===== config.mk =====
export PLATFORM = sky130hd
export DESIGN_NAME = fetch_pc_unit
export DESIGN_NICKNAME = d
export VERILOG_FILES = /design/src/rtl/fetch_pc_unit.sv
export SDC_FILE = /design/constraint.sdc
export NUM_CORES = 1
export LEC_CHECK = 0
export BUFFER_PORTS_ARGS = -buffer_cell sky130_fd_sc_hd__buf_2
export CELL_PAD_IN_SITES_DETAIL_PLACEMENT = 2
export CELL_PAD_IN_SITES_GLOBAL_PLACEMENT = 2
export CORE_ASPECT_RATIO = 1.5
export CORE_MARGIN = 1.5
export CORE_UTILIZATION = 31
export DETAILED_ROUTE_END_ITERATION = 6
export PLACE_DENSITY_LB_ADDON = 0.25
export REMOVE_ABC_BUFFERS = 1
export SYNTH_ARGS = -nofsm -noshare
export SYNTH_HDL_FRONTEND = slang
export SYNTH_SLANG_ARGS = --single-unit

===== constraint.sdc =====
create_clock -name clk -period 5.3 [get_ports clk]
set_input_delay 0.795 -clock clk [delete_from_list [all_inputs] [get_ports clk]]
set_output_delay 0.795 -clock clk [all_outputs]
set_load 0.02 [all_outputs]

===== src/rtl/fetch_pc_unit.sv =====
// rtl/fetch_pc_unit.sv - PC register and fetch sequencer (BOOT/RUN/HALT) feeding instruction memory
// Optional macro FETCH_TRACE_EN adds fetch and branch trace counters.
module fetch_pc_unit #(
  parameter int DATA_WIDTH       = 32,
  parameter int NUM_INSTRUCTIONS = 5,
  parameter int RESET_VECTOR     = 0
) (
  input  logic                  clk,
  input  logic                  reset,
  input  logic                  i_Stall,
  input  logic                  i_Branch_Taken,
  input  logic [23:0]           i_Branch_Offset,
  output logic [DATA_WIDTH-1:0] o_Instruction_Address,
  output logic [DATA_WIDTH-1:0] o_PC_Plus_8,
  output logic                  o_Fetch_Valid,
  output logic                  o_Halted
`ifdef FETCH_TRACE_EN
  ,
  output logic [31:0]           o_Fetch_Count,
  output logic [31:0]           o_Branch_Count
`endif
);

  localparam logic [1:0] ST_BOOT = 2'd0;
  localparam logic [1:0] ST_RUN  = 2'd1;
  localparam logic [1:0] ST_HALT = 2'd2;

  localparam logic [DATA_WIDTH-1:0] RESET_PC  = DATA_WIDTH'(RESET_VECTOR);
  localparam logic [DATA_WIDTH-1:0] NUM_WORDS = DATA_WIDTH'(NUM_INSTRUCTIONS);

  logic [1:0]            state_q, state_d;
  logic [DATA_WIDTH-1:0] pc_q, pc_d;
  logic [DATA_WIDTH-1:0] offset_ext;
  logic [DATA_WIDTH-1:0] branch_target;
  logic [DATA_WIDTH-1:0] next_pc;
  logic                  advance;

  // Branch target is relative to the ARM-visible PC (fetch address + 8).
  assign offset_ext    = DATA_WIDTH'($signed(i_Branch_Offset));
  assign branch_target = pc_q + DATA_WIDTH'(8) + {offset_ext[DATA_WIDTH-3:0], 2'b00};
  assign next_pc       = i_Branch_Taken ? branch_target : pc_q + DATA_WIDTH'(4);
  assign advance       = (state_q == ST_RUN) && !i_Stall;

  always_comb begin
    state_d = state_q;
    pc_d    = pc_q;
    case (state_q)
      ST_BOOT: state_d = ST_RUN;
      ST_RUN: begin
        if (advance) begin
          pc_d = next_pc;
          if ((next_pc >> 2) >= NUM_WORDS) state_d = ST_HALT;
        end
      end
      ST_HALT: state_d = ST_HALT;
      default: state_d = ST_BOOT;
    endcase
  end

  always_ff @(posedge clk) begin
    if (reset) begin
      state_q <= ST_BOOT;
      pc_q    <= RESET_PC;
    end else begin
      state_q <= state_d;
      pc_q    <= pc_d;
    end
  end

  assign o_Instruction_Address = pc_q;
  assign o_PC_Plus_8           = pc_q + DATA_WIDTH'(8);
  assign o_Fetch_Valid         = (state_q == ST_RUN);
  assign o_Halted              = (state_q == ST_HALT);

`ifdef FETCH_TRACE_EN
  logic [31:0] fetch_cnt_q, fetch_cnt_d;
  logic [31:0] branch_cnt_q, branch_cnt_d;

  always_comb begin
    fetch_cnt_d  = fetch_cnt_q;
    branch_cnt_d = branch_cnt_q;
    if (advance) begin
      fetch_cnt_d = fetch_cnt_q + 32'd1;
      if (i_Branch_Taken) branch_cnt_d = branch_cnt_q + 32'd1;
    end
  end

  always_ff @(posedge clk) begin
    if (reset) begin
      fetch_cnt_q  <= 32'd0;
      branch_cnt_q <= 32'd0;
    end else begin
      fetch_cnt_q  <= fetch_cnt_d;
      branch_cnt_q <= branch_cnt_d;
    end
  end

  assign o_Fetch_Count  = fetch_cnt_q;
  assign o_Branch_Count = branch_cnt_q;
`endif

endmodule

==> impl_summary.log <==
INFO  metric placeableCoreArea = 0.0139 mm2
INFO  metric criticalPathCategory = reg -> reg
INFO  metric layout.cells.non_filler = 866
INFO  metric dr.pass1.iters = 4
INFO  metric setup.worst_path.end = state_q[0]
INFO  metric rrSetupSlack = 410 ps
INFO  metric grt_first_pass_wirelength = 30.3 mm
INFO  metric timing.max_cap.violations = 0
INFO  metric leakagePower = 2.28 nW
INFO  metric cts_buffers = 5
INFO  metric cts_max_level = 2
INFO  metric effective_utilization_at_floorplan = 0.316
INFO  metric pwr-share-seq = 0.220
INFO  metric report.final.slew_viol_count = 0
INFO  metric ir_drop = 0.000155 V
INFO  metric layout_cell_share_with_drive_strength_beyond_1 = 0.173
INFO  metric postSynth.asyncResetShare = 0
INFO  metric switching_pwr = 0.847 mW
INFO  metric final.period_utilization = 0.923
INFO  metric netlist_instances = 634
INFO  metric post-cts-setup-buffer-count = 0
INFO  metric die_x = 100 um
INFO  metric maxSlewHeadroom = 0.472
INFO  metric io_pins = 94
INFO  metric synthesis.area_per_instance = 6.93 um2
INFO  metric power_frac_comb = 0.597
INFO  metric grt_setup_unrepaired = false
INFO  metric class_of_the_worst_hold_path = reg -> reg
INFO  metric critPathRequiredTime = 5500 ps
INFO  metric gr-total-overflow = 0
INFO  metric swShare = 0.502
INFO  metric final_nets = 764
INFO  metric cts_buffer_depth = 2
INFO  metric finalWorstPathRequiredPeriod = 4890 ps
INFO  metric grt_antenna_before_repair = 0
INFO  metric wl_per_cell = 22.0 um
INFO  metric synth_warnings = 0
INFO  metric power.share.clock = 0.183
INFO  metric post_drt_via_cell_ratio = 6.01
INFO  metric arrival_time_worst_endpoint = 5090 ps
INFO  metric violation_count_after_the_first_detailed_route_iteration = 188
INFO  metric clk_pin_slew_worst_paths = 50 ps
INFO  metric final-setup-viol-count = 0
INFO  metric timing.final.hold_violations = 0
INFO  metric internal_power = 0.841 mW
INFO  metric fmaxAchievable = 204 MHz
INFO  metric row_count = 53
INFO  metric postCtsHoldBufs = 0
INFO  metric synth_top_area_frac = 0.146
INFO  metric synth_top_cells_by_area = sky130_fd_sc_hd__dfxtp_1, sky130_fd_sc_hd__ha_1, sky130_fd_sc_hd__xor2_1, sky130_fd_sc_hd__nand2_1, sky130_fd_sc_hd__xnor2_1
INFO  metric clkSinkCount = 32
INFO  metric critical_path_maximum_fanout = 8
INFO  metric most_frequent_standard_cell_in_the_layout_excluding_fill_and_tap_cells = sky130_fd_sc_hd__buf_2
INFO  metric startpoint_type = flop
INFO  metric clock_latency_late_sink = 280 ps
INFO  metric synth_edf_count = 0
INFO  metric finish.utilization = 0.367
INFO  metric floorplan.die.height = 149 um
INFO  metric place.gp.congestion = 0.840
INFO  metric synth_area_leader_cell = sky130_fd_sc_hd__dfxtp_1
INFO  metric most_frequent_cells_in_the_layout = sky130_fd_sc_hd__buf_2, sky130_fd_sc_hd__nand2_1, sky130_fd_sc_hd__nor2_1
INFO  metric grt_pass1_vias = 5627
INFO  metric r2r-end = state_q[0]
INFO  metric r2r.worst_path.cells = 15
INFO  metric r2r-start = o_Instruction_Address[3]
INFO  metric antenna_cells = 0
INFO  metric clock-skew-final = 4.47 ps
INFO  metric area_delta_synth_final = 16.2%
INFO  metric distinct_cell_type_count_after_synthesis = 66
INFO  metric die_area = 0.0149 mm2
INFO  metric syn-cell-area = 0.00440 mm2
INFO  metric post-place-cells = 859
INFO  metric clock-root-buffer = sky130_fd_sc_hd__clkbuf_16
INFO  metric grt_use_total = 0.257
INFO  metric detail_route.drc_violations = 0
INFO  metric ant_nets = 0
INFO  metric powerDensity = 330 mW/mm2
INFO  metric cts_tree = built
INFO  metric yosys_most_used_dff = sky130_fd_sc_hd__dfxtp_1
INFO  metric hpwl_dp = 15.4 mm
INFO  metric tightest_slew = 784 ps
INFO  metric ys_seq_elements = 32
INFO  metric outcome = finished clean
INFO  metric dr_total_vias = 5201
INFO  metric buffer_ports.inserted = 89
INFO  metric critPathCaptureType = flop
INFO  metric worst_setup_path_startpoint = o_Instruction_Address[3]
INFO  metric tns = 0 ps
INFO  metric routed_wirelength = 19.0 mm
INFO  metric synth-seq-area-share = 0.146
INFO  metric grt_max_degree = 33
-- metal layers --
| layer | share of wire | vias to the layer above | GRT usage |
|---|---|---|---|
| li1 | - | 2443 | - |
| met1 | 0.39 | 2581 | 0.289 |
| met2 | 0.54 | 131 | 0.480 |
| met3 | 0.034 | 46 | 0.0286 |
| met4 | 0.041 | 0 | 0.110 |
| met5 | 0 | - | 0 |
-- cells by family (layout without fill, tap and decap cells) --
kind of cell             after synthesis  in the layout  synth area share
other                                  1              4          0.000853
adder cells (fa/ha/maj)               35             35             0.101
multiplexers                           4              4           0.00968
XOR/XNOR                              65             65             0.129
AO/OA/AOI/OAI                        169            169             0.260
AND/OR/NAND/NOR                      269            269             0.294
buffers and inverters                 59            123            0.0592
flip-flops                            32             32             0.146
-- cell usage after synthesis, drive strengths merged (15+ instances only) --
cell    count
nand4      18
o21ai      24
nand3      29
a211oi     16
xnor2      32
xor2       33
a21oi      54
nor3       25
ha         34
a21o       15
buf        18
dfxtp      32
clkbuf     27
nand2      75
nor2       69
-- flip-flops by register name, summed over array words and instances, names as in the netlist --
signal / count
o_Instruction_Address: 30
state_q: 2
-- through the flow --
stage                     area [um2]  power, mW  hold slack [ps]  setup slack, ps
after global routing            5110       1.81              612             48.7
after global placement          4950       1.34              550              560
after floorplan                 4200       1.02              527              629
after CTS                       5100       1.70              570              383
after detailed placement        4950       1.38              561              423
final                           5110       1.69              561              408
-- critical path, stage by stage, from the launching register on --
cell	delay, ps
sky130_fd_sc_hd__dfxtp_1	340
sky130_fd_sc_hd__ha_1	320
sky130_fd_sc_hd__and4_1	410
sky130_fd_sc_hd__nand4_1	240
sky130_fd_sc_hd__xnor2_1	310
sky130_fd_sc_hd__ha_1	380
sky130_fd_sc_hd__a21o_1	220
sky130_fd_sc_hd__a31o_1	240
sky130_fd_sc_hd__a31o_1	280
sky130_fd_sc_hd__o21a_1	250
sky130_fd_sc_hd__or3_1	390
sky130_fd_sc_hd__o311a_1	370
sky130_fd_sc_hd__a2111oi_4	210
sky130_fd_sc_hd__nand4_1	220
sky130_fd_sc_hd__or3_1	430
sky130_fd_sc_hd__o211ai_1	190
-- power groups by stage --
stage                     Clock [mW]  Sequential [mW]  Combinational [mW]
after detailed placement           0            0.375                1.00
final                          0.308            0.372                1.01
after CTS                      0.314            0.371                1.01
after global placement             0            0.370               0.970
after floorplan                    0            0.407               0.615
after global routing           0.325            0.382                1.10
-- worst min-delay path by stage --
stage | from | cells after the start | end
2_1_floorplan | state_q[1] | 2 | state_q[1]
3_3_place_gp | o_Instruction_Address[31] | 2 | o_Instruction_Address[31]
3_5_place_dp | o_Instruction_Address[31] | 2 | o_Instruction_Address[31]
4_1_cts | o_Instruction_Address[31] | 2 | o_Instruction_Address[31]
5_1_grt | o_Instruction_Address[22] | 2 | o_Instruction_Address[22]
6_report | o_Instruction_Address[31] | 2 | o_Instruction_Address[31]
-- timing repair --
item,4_1_cts,5_1_grt
resized for setup,0,1
endpoints found under the hold margin,0,0
endpoints found under the setup margin,0,2
-- cell type report --
cell class                      instances  area (um2)
Inverter                               14        52.6
Tap cell                              165         206
Multi-Input combinational cell        546        3510
Timing Repair Buffer                  102         543
Clock buffer                            7         153
Fill cell                            1716        8820
Sequential cell                        32         641
Power figures use the tool's default switching activity.
